--- config.mk ---
export PLATFORM = sky130hd
export DESIGN_NAME = csr_ctrl
export DESIGN_NICKNAME = d
export VERILOG_FILES = /design/src/rtl/csr_ctrl.sv
export SDC_FILE = /design/constraint.sdc
export NUM_CORES = 1
export LEC_CHECK = 0
export CORE_MARGIN = 5
export CORE_UTILIZATION = 46
export DETAILED_ROUTE_END_ITERATION = 16
export PLACE_DENSITY_LB_ADDON = 0.2
export REMOVE_ABC_BUFFERS = 1
export SYNTH_ARGS = -nofsm -noshare
export SYNTH_HDL_FRONTEND = slang
export SYNTH_SLANG_ARGS = --single-unit
--- constraint.sdc ---
create_clock -name i_clock -period 2.8 [get_ports i_clock]
set_clock_uncertainty 0.2 [all_clocks]
set_input_delay 0.56 -clock i_clock [delete_from_list [all_inputs] [get_ports i_clock]]
set_output_delay 0.56 -clock i_clock [all_outputs]
set_load 0.05 [all_outputs]
--- src/rtl/csr_ctrl.sv ---
// CSR-file initiator: sequences CSRRW/CSRRS/CSRRC, ECALL, EBREAK and MRET as read-modify-write.
// Optional build macro CSR_CTRL_ILLEGAL_EN adds an illegal-address / read-only-write trap.
module csr_ctrl #(
  parameter int unsigned XLEN         = 32,
  parameter logic [3:0]  ECALL_CAUSE  = 4'd11,
  parameter logic [3:0]  EBREAK_CAUSE = 4'd3
) (
  input  logic            i_clock,
  input  logic            i_reset,
  input  logic            i_valid,
  output logic            o_ready,
  input  logic [2:0]      i_op,
  input  logic [11:0]     i_csr_addr,
  input  logic [XLEN-1:0] i_src,
  input  logic            i_rs1_zero,
  input  logic [4:0]      i_rd,
  input  logic [XLEN-1:0] i_pc,
  output logic [11:0]     o_csr_r,
  input  logic [XLEN-1:0] i_csr_rdata,
  output logic [11:0]     o_csr_w,
  output logic [XLEN-1:0] o_csr_wdata,
  output logic [1:0]      o_csr_t,
  output logic            o_exception,
  output logic [3:0]      o_mcause,
  output logic            o_mret,
  output logic [XLEN-1:0] o_csr_pc,
  output logic            o_csr_valid,
  input  logic [XLEN-1:0] i_csr_upc,
  output logic            o_valid,
  input  logic            i_ready,
  output logic [4:0]      o_rd,
  output logic [XLEN-1:0] o_rd_wdata,
  output logic            o_rd_wen,
  output logic            o_redirect,
  output logic [XLEN-1:0] o_npc
);

  localparam logic [2:0] OpCsrrw  = 3'b000;
  localparam logic [2:0] OpCsrrs  = 3'b001;
  localparam logic [2:0] OpCsrrc  = 3'b010;
  localparam logic [2:0] OpEcall  = 3'b011;
  localparam logic [2:0] OpEbreak = 3'b100;
  localparam logic [2:0] OpMret   = 3'b101;

  localparam logic [XLEN-1:0] PcStep = XLEN'(4);

  typedef enum logic [1:0] {StIdle, StRead, StCommit, StResp} state_e;

  state_e          state_q, state_d;
  logic [2:0]      op_q;
  logic [11:0]     addr_q;
  logic [XLEN-1:0] src_q, pc_q, old_q, wdata_q, upc_q;
  logic            rs1_zero_q;
  logic [4:0]      rd_q;
  logic            illegal_q;

  logic            is_csr, csr_write, trap, illegal_d;
  logic [XLEN-1:0] wdata_d;

  assign is_csr    = (op_q == OpCsrrw) || (op_q == OpCsrrs) || (op_q == OpCsrrc);
  // Set/clear with a zero operand is a pure read and must not touch the CSR.
  assign csr_write = is_csr && ((op_q == OpCsrrw) || !rs1_zero_q);
  assign trap      = illegal_q || (op_q == OpEcall) || (op_q == OpEbreak);

  always_comb begin
    wdata_d = src_q;
    case (op_q)
      OpCsrrs: wdata_d = i_csr_rdata | src_q;
      OpCsrrc: wdata_d = i_csr_rdata & ~src_q;
      default: wdata_d = src_q;
    endcase
  end

`ifdef CSR_CTRL_ILLEGAL_EN
  logic addr_known;
  always_comb begin
    case (addr_q)
      12'h300, 12'h305, 12'h341, 12'h342, 12'hF11, 12'hF12: addr_known = 1'b1;
      default:                                              addr_known = 1'b0;
    endcase
  end
  // addr[11:10] == 2'b11 marks a read-only CSR.
  assign illegal_d = is_csr && (!addr_known || (csr_write && (addr_q[11:10] == 2'b11)));
`else
  assign illegal_d = 1'b0;
`endif

  always_comb begin
    state_d = state_q;
    unique case (state_q)
      StIdle:   if (i_valid) state_d = StRead;
      StRead:   state_d = StCommit;
      StCommit: state_d = StResp;
      StResp:   if (i_ready) state_d = StIdle;
      default:  state_d = StIdle;
    endcase
  end

  always_ff @(posedge i_clock) begin
    if (!i_reset) begin
      state_q    <= StIdle;
      op_q       <= '0;
      addr_q     <= '0;
      src_q      <= '0;
      rs1_zero_q <= 1'b0;
      rd_q       <= '0;
      pc_q       <= '0;
      old_q      <= '0;
      wdata_q    <= '0;
      upc_q      <= '0;
      illegal_q  <= 1'b0;
    end else begin
      state_q <= state_d;
      if ((state_q == StIdle) && i_valid) begin
        op_q       <= i_op;
        addr_q     <= i_csr_addr;
        src_q      <= i_src;
        rs1_zero_q <= i_rs1_zero;
        rd_q       <= i_rd;
        pc_q       <= i_pc;
      end
      if (state_q == StRead) begin
        old_q     <= i_csr_rdata;
        wdata_q   <= wdata_d;
        illegal_q <= illegal_d;
      end
      if (state_q == StCommit) upc_q <= i_csr_upc;
    end
  end

  always_comb begin
    o_ready     = 1'b0;
    o_csr_r     = '0;
    o_csr_w     = '0;
    o_csr_wdata = '0;
    o_csr_t     = 2'b00;
    o_exception = 1'b0;
    o_mcause    = '0;
    o_mret      = 1'b0;
    o_csr_pc    = '0;
    o_csr_valid = 1'b0;
    o_valid     = 1'b0;
    o_rd        = '0;
    o_rd_wdata  = '0;
    o_rd_wen    = 1'b0;
    o_redirect  = 1'b0;
    o_npc       = '0;
    unique case (state_q)
      StIdle: o_ready = 1'b1;
      StRead: o_csr_r = addr_q;
      StCommit: begin
        o_csr_valid = 1'b1;
        if (trap) begin
          o_csr_t     = 2'b11;
          o_exception = 1'b1;
          o_mcause    = illegal_q ? 4'd2 : ((op_q == OpEcall) ? ECALL_CAUSE : EBREAK_CAUSE);
          o_csr_pc    = pc_q;
        end else if (op_q == OpMret) begin
          o_mret = 1'b1;
        end else if (csr_write) begin
          o_csr_t     = 2'b01;
          o_csr_w     = addr_q;
          o_csr_wdata = wdata_q;
        end
      end
      StResp: begin
        o_valid    = 1'b1;
        o_rd       = rd_q;
        o_rd_wdata = old_q;
        if (trap || (op_q == OpMret)) begin
          o_redirect = 1'b1;
          o_npc      = upc_q;
        end else begin
          o_rd_wen = is_csr && (rd_q != 5'd0);
          o_npc    = pc_q + PcStep;
        end
      end
      default: ;
    endcase
  end

endmodule

Word-level counts from Yosys, hierarchy flattened
Cells that the tools add are included.
Widths: inputs -> output; s select.
Storage, ports and cells
  output and inout bits: 170
  memories: 0
  logic and storage cells: 75
  input bits: 153
  memory bits (read-only): 0
  bits in writable memories: 0
  bits in latches: 0
  register bits: 183
Operators by class
  shifts and indexed selects: 0
  add/subtract/negate cells: 1
  multipliers: 0
  magnitude comparators: 0
  equal/unequal tests: 10
  multiplexer cells: 38
  reductions and logical operators: 13
  divide/modulo/power cells: 0
  bitwise gates (word level): 3
Operators with widths (count)
  $mux 32: 9
  $pmux 32 s2: 1
  $mux 12: 5
  $add 32x3->32 const B: 1
  $and 32x32->32: 1
  $not 32->32: 1
  $or 32x32->32: 1
  $mux 1: 14
  $mux 4: 3
  $mux 2: 4
  $pmux 2 s4: 1
  $eq 3x2->1 const B: 2
  $eq 3x3->1 const B: 2
  $logic_or 1x1->1: 5
  $mux 5: 1
  $reduce_bool 5->1: 1
  $eq 2x2->1 const B: 2
  $ne 2x2->1 const B: 2
  $eq 3x1->1 const B: 1
  $logic_and 1x1->1: 3
  $logic_not 3->1: 1
  $eq 2x1->1 const B: 1
  $logic_not 2->1: 1
  $reduce_and 2->1: 1
  $logic_not 1->1: 1

Logic depth before layout (Yosys ltp)
Gate-level depths: netlist (run 1).
  word-level depth: 8
  gate-level depth with buffers: 8
  mapped depth without buffers: 5

Worst setup path after synthesis (run 1)
Ideal clock, no wire load.
  path kind: reg2out
  start point: register state_q[0]
  end point: output o_rd_wen
  cell stages (with the launch flop): 5
  slack: -0.853 ns
  required time: 2.040 ns
  data arrival time: 2.893 ns
  cell sequence: dfxtp_1 ha_1 inv_1 clkbuf_1 nor4b_1
Between the ends
  longest elaborated chain between the ends: 2
Ends and longest elaborated chain
  start: declaration: RTL line 49  | state_e state_q, state_d;
  start signal: assignment: RTL line 101  | state_q <= StIdle;
  start signal: assignment: RTL line 113  | state_q <= state_d;
  $eq 2x2->1: RTL line 148  | unique case (state_q)
  $mux 1: RTL line 148
  end: declaration: RTL line 33  | output logic o_rd_wen,
Every way passes these cells.

Worst setup path in the final report (run 1)
  start point: register pc_q[7]
  end point: output o_npc[26]
Between the ends
  longest elaborated chain between the ends: 3
Ends and longest elaborated chain
  start: declaration: RTL line 52  | logic [XLEN-1:0] src_q, pc_q, old_q, wdata_q, upc_q;
  start signal: assignment: RTL line 120  | pc_q <= i_pc;
  $add 32x3->32: RTL line 175  | o_npc = pc_q + PcStep;
  $mux 32: RTL line 170  | if (trap || (op_q == OpMret)) begin
  $mux 32: RTL line 148
  end: declaration: RTL line 35  | output logic [XLEN-1:0] o_npc
Every way passes these cells.

==> results.md, run 1 <==
* Status: finished, violations left
* Failing checks: negative setup slack
* Vias at 10,212
* Clock Latency Late Sink at 0.43 ns
* Final Max Slew Viols at 0
* CP arrival at 2.40 ns
* Post-Synth Adder-Cell Area at 0.667%
* Mapped Cells at 1,140
* H-Tree Depth at 4
* DRC viols at 0
* Minimum clock period at 3.16 ns
* Synthesized area at 9380 µm²
* WL final at 39.5 mm
* Hold Path Class: reg -> reg
* EDFF count, synth at 0
* Sequential area share after synthesis at 39.0%
* Total grt overflow at 0
* TritonCTS clock tree: yes
* Total Die Area at 23,400 µm²
* Buf/Inv on CP at 3
* Clock sinks at 183
* Ys async rst share at 0%
* Placed cells at 1,696
* Fin util at 83.2%
* Via/cell ratio at 5.73
* Buffers added on ports at 321
* RSZ-0062 raised after global routing: yes
* Crit path capture type: output pin
* Final setup fails at 22
* Max-slew headroom at 44.9%
* CTS Hold Bufs at 0
* Final Cycle Share at 113%
* Final Cell Area at 16,800 µm²
* CP cell instances: nand4_1 > buf_6 > nand2b_1 > buf_4 > o41ai_2 > a31oi_4 > buf_12
* Rows at 52
* R2r endpoint: wdata_q[7]
* Worst R2R Setup Slack at 0.46 ns
* Path depth of the worst reg2reg path at 6
* Worst IR Drop VDD at 484 µV
* Layout cells sized above 1 at 29.2%
* Initial antenna violation count at 2
* Iteration-0 DRC Markers at 809
* Antenna diode count at 0
* Largest net degree at the start of global routing at 57
* Final GP Congestion at 0.907
* Worst r2r src: op_q[2]
* Main synth FF type: dfxtp_1
* Vias in the first global route at 9,813
* CTS root buf: clkbuf_16
* Hold endpoint: addr_q[10]
* HPWL after DPL at 22.7 mm
* Hold Crit Depth at 2
* Endpoints failing hold at 0
* Area grow syn2layout at 78.9%
* CP Launch Type: flop
* Core ar. at 20,200 µm²
* Max Cap Violations at 0
* Final #Nets at 1,657
* First-pass GRT wire length at 54.2 mm
* CP max stage cell: o41ai_2
* Dpl cell area at 14,800 µm²
* Fmax at 0.317 GHz
* Final Worst Setup Slack at -0.357 ns
* Chip height at 153 µm
* CTS Buf Count at 17
* Critical path fanouts, max at 5
* Initial Util at 46.5%
* Post-synthesis simple-gate area fraction at 28.5%
* Drt pass-1 iters at 7
* Slew @ Worst Pin at 0.826 ns
* Ys Warns at 0
* Die Width at 153 µm
* Ports at 323
* CTS max path bufs at 2
* Dpl ws at -0.0895 ns
* Compound-gate portion of the synthesized area at 17.0%
* Mux contribution to synthesized area at 6.93%
* Biggest cell delay along the critical path at 0.49 ns
* Critical path's top delay family: compound AO/OA/AOI/OAI gates
* GRT Util Overall at 28.5%
* Lkg Pwr at 6.81 nW
* Avg Cell Area, Syn at 8.23 µm²
* Hold_sp: addr_q[10]
* WP data required at 2.04 ns
* DRT antenna net count at 0
* Synthesis-stage register bit count at 183
* Largest family of logic cells by synthesized area: simple AND/OR/NAND/NOR gates
* Synth unique cells at 50
* Clk slew on worst S/H paths at 0.08 ns
* PD cells at 670 nW/µm²
* Routed WL per cell at 22.2 µm
* Setup Crit Path Kind: reg -> out
* Finished Layout Cells at 1,782
* Post-synthesis xor/xnor area fraction at 1.40%
how the worst max path moves through the flow:
| stage | from | slack, ns | cells past startpoint | end |
|---|---|---|---|---|
| after floorplan | state_q[0] | -2.01 | 3 | o_rd_wen |
| after global placement | pc_q[14] | -0.05 | 5 | o_npc[26] |
| after detailed placement | pc_q[14] | -0.09 | 5 | o_npc[26] |
| after CTS | pc_q[6] | -0.25 | 6 | o_npc[19] |
| after global routing | pc_q[7] | -0.37 | 7 | o_npc[26] |
| final | pc_q[7] | -0.36 | 7 | o_npc[26] |
report_power, final:
part / switching [W] / internal [W]
sequential: 0.000449 / 0.00330
combinational: 0.00290 / 0.00214
clock: 0.00115 / 0.00131
total: 0.00449 / 0.00675
tightest hold or removal path, delay by kind of cell, from the launching register on:
kind | cells | cell delay (ns)
AO/OA/AOI/OAI | 1 | 0.06
AND/OR/NAND/NOR | 1 | 0.05
flip-flops | 1 | 0.32
synthesized netlist by cell type (all sizes together) (2+ instances only):
cell type	count	share of area [%]
nand2	220	8.8
dfxtp	183	39
and2	95	6.3
a21boi	85	6.8
clkbuf	83	3.3
nor2b	66	4.4
mux2i	65	6.9
inv	42	1.7
and3	33	2.2
o211a	32	3.4
o311ai	32	3.0
nand3	26	1.4
nor2	26	1.0
buf	20	1.4
nand4	14	1.1
o21ai	13	0.69
a21oi	12	0.64
a211oi	11	0.88
xnor2	10	0.93
nor4	9	0.60
or4	9	0.76
nor3	7	0.37
ha	5	0.67
nand2b	5	0.33
o2111ai	5	0.47
xor2	5	0.47
or2b	4	0.35
a31oi	3	0.20
and4	3	0.28
a2111o	2	0.24
a211o	2	0.19
o21a	2	0.16
or3	2	0.15
area by class of cell:
cell class                      count  area (µm²)
Timing Repair Buffer              442        6110
Clock inverter                     12         133
Multi-Input combinational cell    813        5890
Inverter                           42         158
Clock buffer                       20         457
Sequential cell                   183        3700
Tap cell                          270         338
Fill cell                        1054        3380
state kept, by name (all words and copies together), names as in the netlist:
name,count
old_q,32
pc_q,32
src_q,32
upc_q,32
wdata_q,32
addr_q,12
rd_q,5
op_q,3
state_q,2
rs1_zero_q,1
metrics by stage:
step	power (W)	TNS [ns]	hold WS, ns
CTS	0.0107	-2.78	0.274
global placement	0.00800	-0.0566	0.252
detailed placement	0.00813	-0.125	0.260
floorplan	0.00618	-244.10	0.246
finish	0.0112	-3.80	0.273
global route	0.0118	-5.08	0.290
routing by layer:
| layer | track usage (%) | wire [µm] |
|---|---|---|
| met1 | 33.6 | 14300 |
| met2 | 49.1 | 19300 |
| met4 | 10.1 | 1970 |
| met3 | 8.85 | 3830 |
| met5 | 0 | 34 |
placed cells by master (no fill, tap or decap), types with 4 or more instances in the layout:
cell type / netlist / layout
a21oi_2: 0 / 7
inv_1: 42 / 41
and2_1: 95 / 93
xnor2_2: 0 / 4
a211oi_4: 0 / 7
clkdlybuf4s50_1: 0 / 151
clkbuf_16: 0 / 20
nand3_2: 0 / 5
o21ai_0: 13 / 11
nand2b_1: 5 / 5
nor2_1: 26 / 23
buf_6: 4 / 23
nand3_1: 26 / 14
or4_4: 1 / 9
inv_6: 0 / 4
nand2_1: 220 / 217
dfxtp_1: 183 / 158
nand3_4: 0 / 7
o211a_1: 32 / 32
nor2b_1: 66 / 66
xor2_1: 5 / 5
a21oi_1: 12 / 5
and3_1: 32 / 31
a211oi_2: 0 / 4
buf_12: 0 / 180
ha_4: 0 / 4
dfxtp_2: 0 / 22
nor4_4: 0 / 7
o2111ai_4: 0 / 5
mux2i_1: 65 / 65
o311ai_0: 32 / 32
a21boi_0: 85 / 85
inv_8: 0 / 4
nand4_1: 13 / 13
nor3_4: 0 / 4
buf_4: 7 / 82
xnor2_1: 10 / 6
cell families after synthesis:
kind of cell,after synthesis
mux,65
other cells,1
compound gates,203
flops,183
xor+xnor,15
simple gates,523
buf+inv,145
fa+ha+maj,5
repair_timing:
item                                    in CTS  in global routing
gates resized for setup                    118                 69
gates cloned                                 2                  4
pin swaps                                   33                 44
endpoints found under the setup margin      52                 76
buffers inserted                            23                 29
(Power assumes the default switching activity.)
==> inputs of run 2 (changes only) <==
--- a/config.mk
+++ b/config.mk
@@ -7,9 +7,11 @@
 export LEC_CHECK = 0
 export CORE_MARGIN = 5
 export CORE_UTILIZATION = 46
+export CTS_CLUSTER_SIZE = 30
 export DETAILED_ROUTE_END_ITERATION = 16
 export PLACE_DENSITY_LB_ADDON = 0.2
 export REMOVE_ABC_BUFFERS = 1
+export SKIP_LAST_GASP = 1
 export SYNTH_ARGS = -nofsm -noshare
 export SYNTH_HDL_FRONTEND = slang
 export SYNTH_SLANG_ARGS = --single-unit
==> results.md, run 2 (synthesized netlist as in run 1, its figures left out) <==
* Hold endpoint: addr_q[10] (unchanged)
* Iteration-0 DRC Markers at 713 (was 809)
* Chip height at 153 µm (unchanged)
* Layout cells sized above 1 at 28.9% (was 29.2%)
* Fmax at 0.319 GHz (was 0.317 GHz)
* Int Power at 0.00672 W (was 0.00675 W)
* Final Cycle Share at 112% (was 113%)
* Slew @ Worst Pin at 0.825 ns (was 0.826 ns)
* R2r endpoint: wdata_q[7] (unchanged)
* CP Launch Type: flop (unchanged)
* Hold_sp: addr_q[10] (unchanged)
* Area grow syn2layout at 78.1% (was 78.9%)
* Initial antenna violation count at 2 (unchanged)
* Worst IR Drop VDD at 480 µV (was 484 µV)
* Clock sinks at 183 (unchanged)
* Setup Crit Path Kind: reg -> out (unchanged)
* HPWL after DPL at 22.7 mm (unchanged)
* H-Tree Depth at 4 (unchanged)
* Die Width at 153 µm (unchanged)
* TNS Setup at -3.71 ns (was -3.80 ns)
* Antenna diode count at 0 (unchanged)
* Ports at 323 (unchanged)
* Clk slew on worst S/H paths at 0.07 ns (was 0.08 ns)
* RSZ-0062 raised after global routing: yes (unchanged)
* WHS at 0.273 ns (about the same)
* Max Cap Violations at 0 (unchanged)
* CTS root buf: clkbuf_16 (unchanged)
* Logic gate share of total power at 44.6% (was 44.8%)
* Hold Crit Depth at 2 (unchanged)
* Commonest non-fill, non-tap cell in the layout: nand2_1 (unchanged)
* TritonCTS clock tree: yes (unchanged)
* CP arrival at 2.38 ns (was 2.40 ns)
* Minimum clock period at 3.14 ns (was 3.16 ns)
* Crit path capture type: output pin (unchanged)
* Worst R2R Setup Slack at 0.47 ns (was 0.46 ns)
* Fin util at 82.9% (was 83.2%)
* Most frequent cells in the layout: nand2_1 (217), buf_12 (178), dfxtp_1 (157) (was nand2_1 (217), buf_12 (180), dfxtp_1 (158))
* Initial Util at 46.5% (unchanged)
* Power share of the clock group at 21.9% (about the same)
* Psw at 0.00447 W (was 0.00449 W)
* Vias in the first global route at 9,754 (was 9,813)
* CTS max path bufs at 2 (unchanged)
* Sw frac at 39.9% (was 40.0%)
* Vias at 10,234 (was 10,212)
* Clock Latency Late Sink at 0.43 ns (about the same)
* Final Max Slew Viols at 0 (unchanged)
* Via/cell ratio at 5.75 (was 5.73)
* Final Cell Area at 16,700 µm² (was 16,800 µm²)
* GRT Util Overall at 28.5% (about the same)
* Endpoints failing hold at 0 (unchanged)
* Total Die Area at 23,400 µm² (unchanged)
* Drt pass-1 iters at 7 (unchanged)
* PD cells at 670 nW/µm² (about the same)
* Buffers added on ports at 321 (unchanged)
* WP data required at 2.04 ns (about the same)
* Flop pwr share at 33.5% (was 33.3%)
* Max-slew headroom at 45.0% (was 44.9%)
* Final GP Congestion at 0.907 (unchanged)
* Final Worst Setup Slack at -0.336 ns (was -0.357 ns)
* Path depth of the worst reg2reg path at 6 (unchanged)
* Largest net degree at the start of global routing at 57 (unchanged)
* Failing checks: negative setup slack (unchanged)
* DRT antenna net count at 0 (unchanged)
* Lkg Pwr at 6.80 nW (was 6.81 nW)
* Final #Nets at 1,654 (was 1,657)
* Rows at 52 (unchanged)
* Final setup fails at 18 (was 22)
* Core ar. at 20,200 µm² (unchanged)
* Hold Path Class: reg -> reg (unchanged)
* Worst r2r src: op_q[2] (unchanged)
* First-pass GRT wire length at 54.2 mm (about the same)
* DRC viols at 0 (unchanged)
* Routed WL per cell at 21.8 µm (was 22.2 µm)
* Total grt overflow at 0 (unchanged)
* CTS Buf Count at 17 (unchanged)
* Critical path fanouts, max at 3 (was 5)
* Status: finished, violations left (unchanged)
* Dpl cell area at 14,800 µm² (unchanged)
* WL final at 38.7 mm (was 39.5 mm)
## run 2: cell types whose count changed in the layout (fill, tap and decap cells not counted), sizes merged
cell    delta
buf        -5
clkbuf     +2
## run 2: how the worst max path moves through the flow
stage	from	end	slack (ns)	cells after the start
floorplan	state_q[0]	o_rd_wen	-2.01	3
global placement	pc_q[14]	o_npc[26]	-0.05	5
detailed placement	pc_q[14]	o_npc[26]	-0.09	5
CTS	pc_q[14]	o_npc[26]	-0.28	5
global route	pc_q[15]	o_npc[26]	-0.39	5
finish	pc_q[15]	o_npc[26]	-0.34	5
## run 2: per-layer routing
layer | vias up | share of wire [%] | GRT usage [%]
li1 | 4591 | - | -
met1 | 4863 | 36 | 34.1
met2 | 615 | 49 | 48.8
met3 | 161 | 9.8 | 8.71
met4 | 4 | 4.9 | 9.59
met5 | - | 0.088 | 0
## run 2: layout make-up
type	count	area (µm²)
Tap cell	270	338
Clock buffer	20	457
Inverter	42	158
Fill cell	1084	3460
Timing Repair Buffer	439	6070
Multi-Input combinational cell	813	5860
Sequential cell	183	3700
Clock inverter	12	133
## run 2: critical path, cell delays in order, from the launching register on
cell	delay (ns)
dfxtp_1	0.41
nand4_1	0.25
or3_4	0.43
or4b_4	0.53
a31oi_4	0.17
buf_12	0.16
## run 2: repair_timing
item / 4_1_cts / 5_1_grt
setup buffers: 23 / 25
hold buffers: 0 / 0
gates cloned: 2 / 5
gates resized for setup: 115 / 61
pin swaps: 32 / 41
setup endpoints to repair: 52 / 77
## run 2: metrics by stage
step	setup WS (ns)	cells	total power [W]
detailed placement	-0.0895	1696	0.00813
global placement	-0.0456	1696	0.00800
floorplan	-2.01	1037	0.00618
CTS	-0.279	1752	0.0107
finish	-0.336	1779	0.0112
global route	-0.391	1779	0.0117
## run 2: power groups by stage
stage / Sequential (W) / Clock, W / Combinational [W]
final: 0.00375 / 0.00245 / 0.00499
after global routing: 0.00381 / 0.00261 / 0.00531
after CTS: 0.00369 / 0.00247 / 0.00458
after detailed placement: 0.00371 / 0 / 0.00442
after global placement: 0.00367 / 0 / 0.00433
after floorplan: 0.00365 / 0 / 0.00253
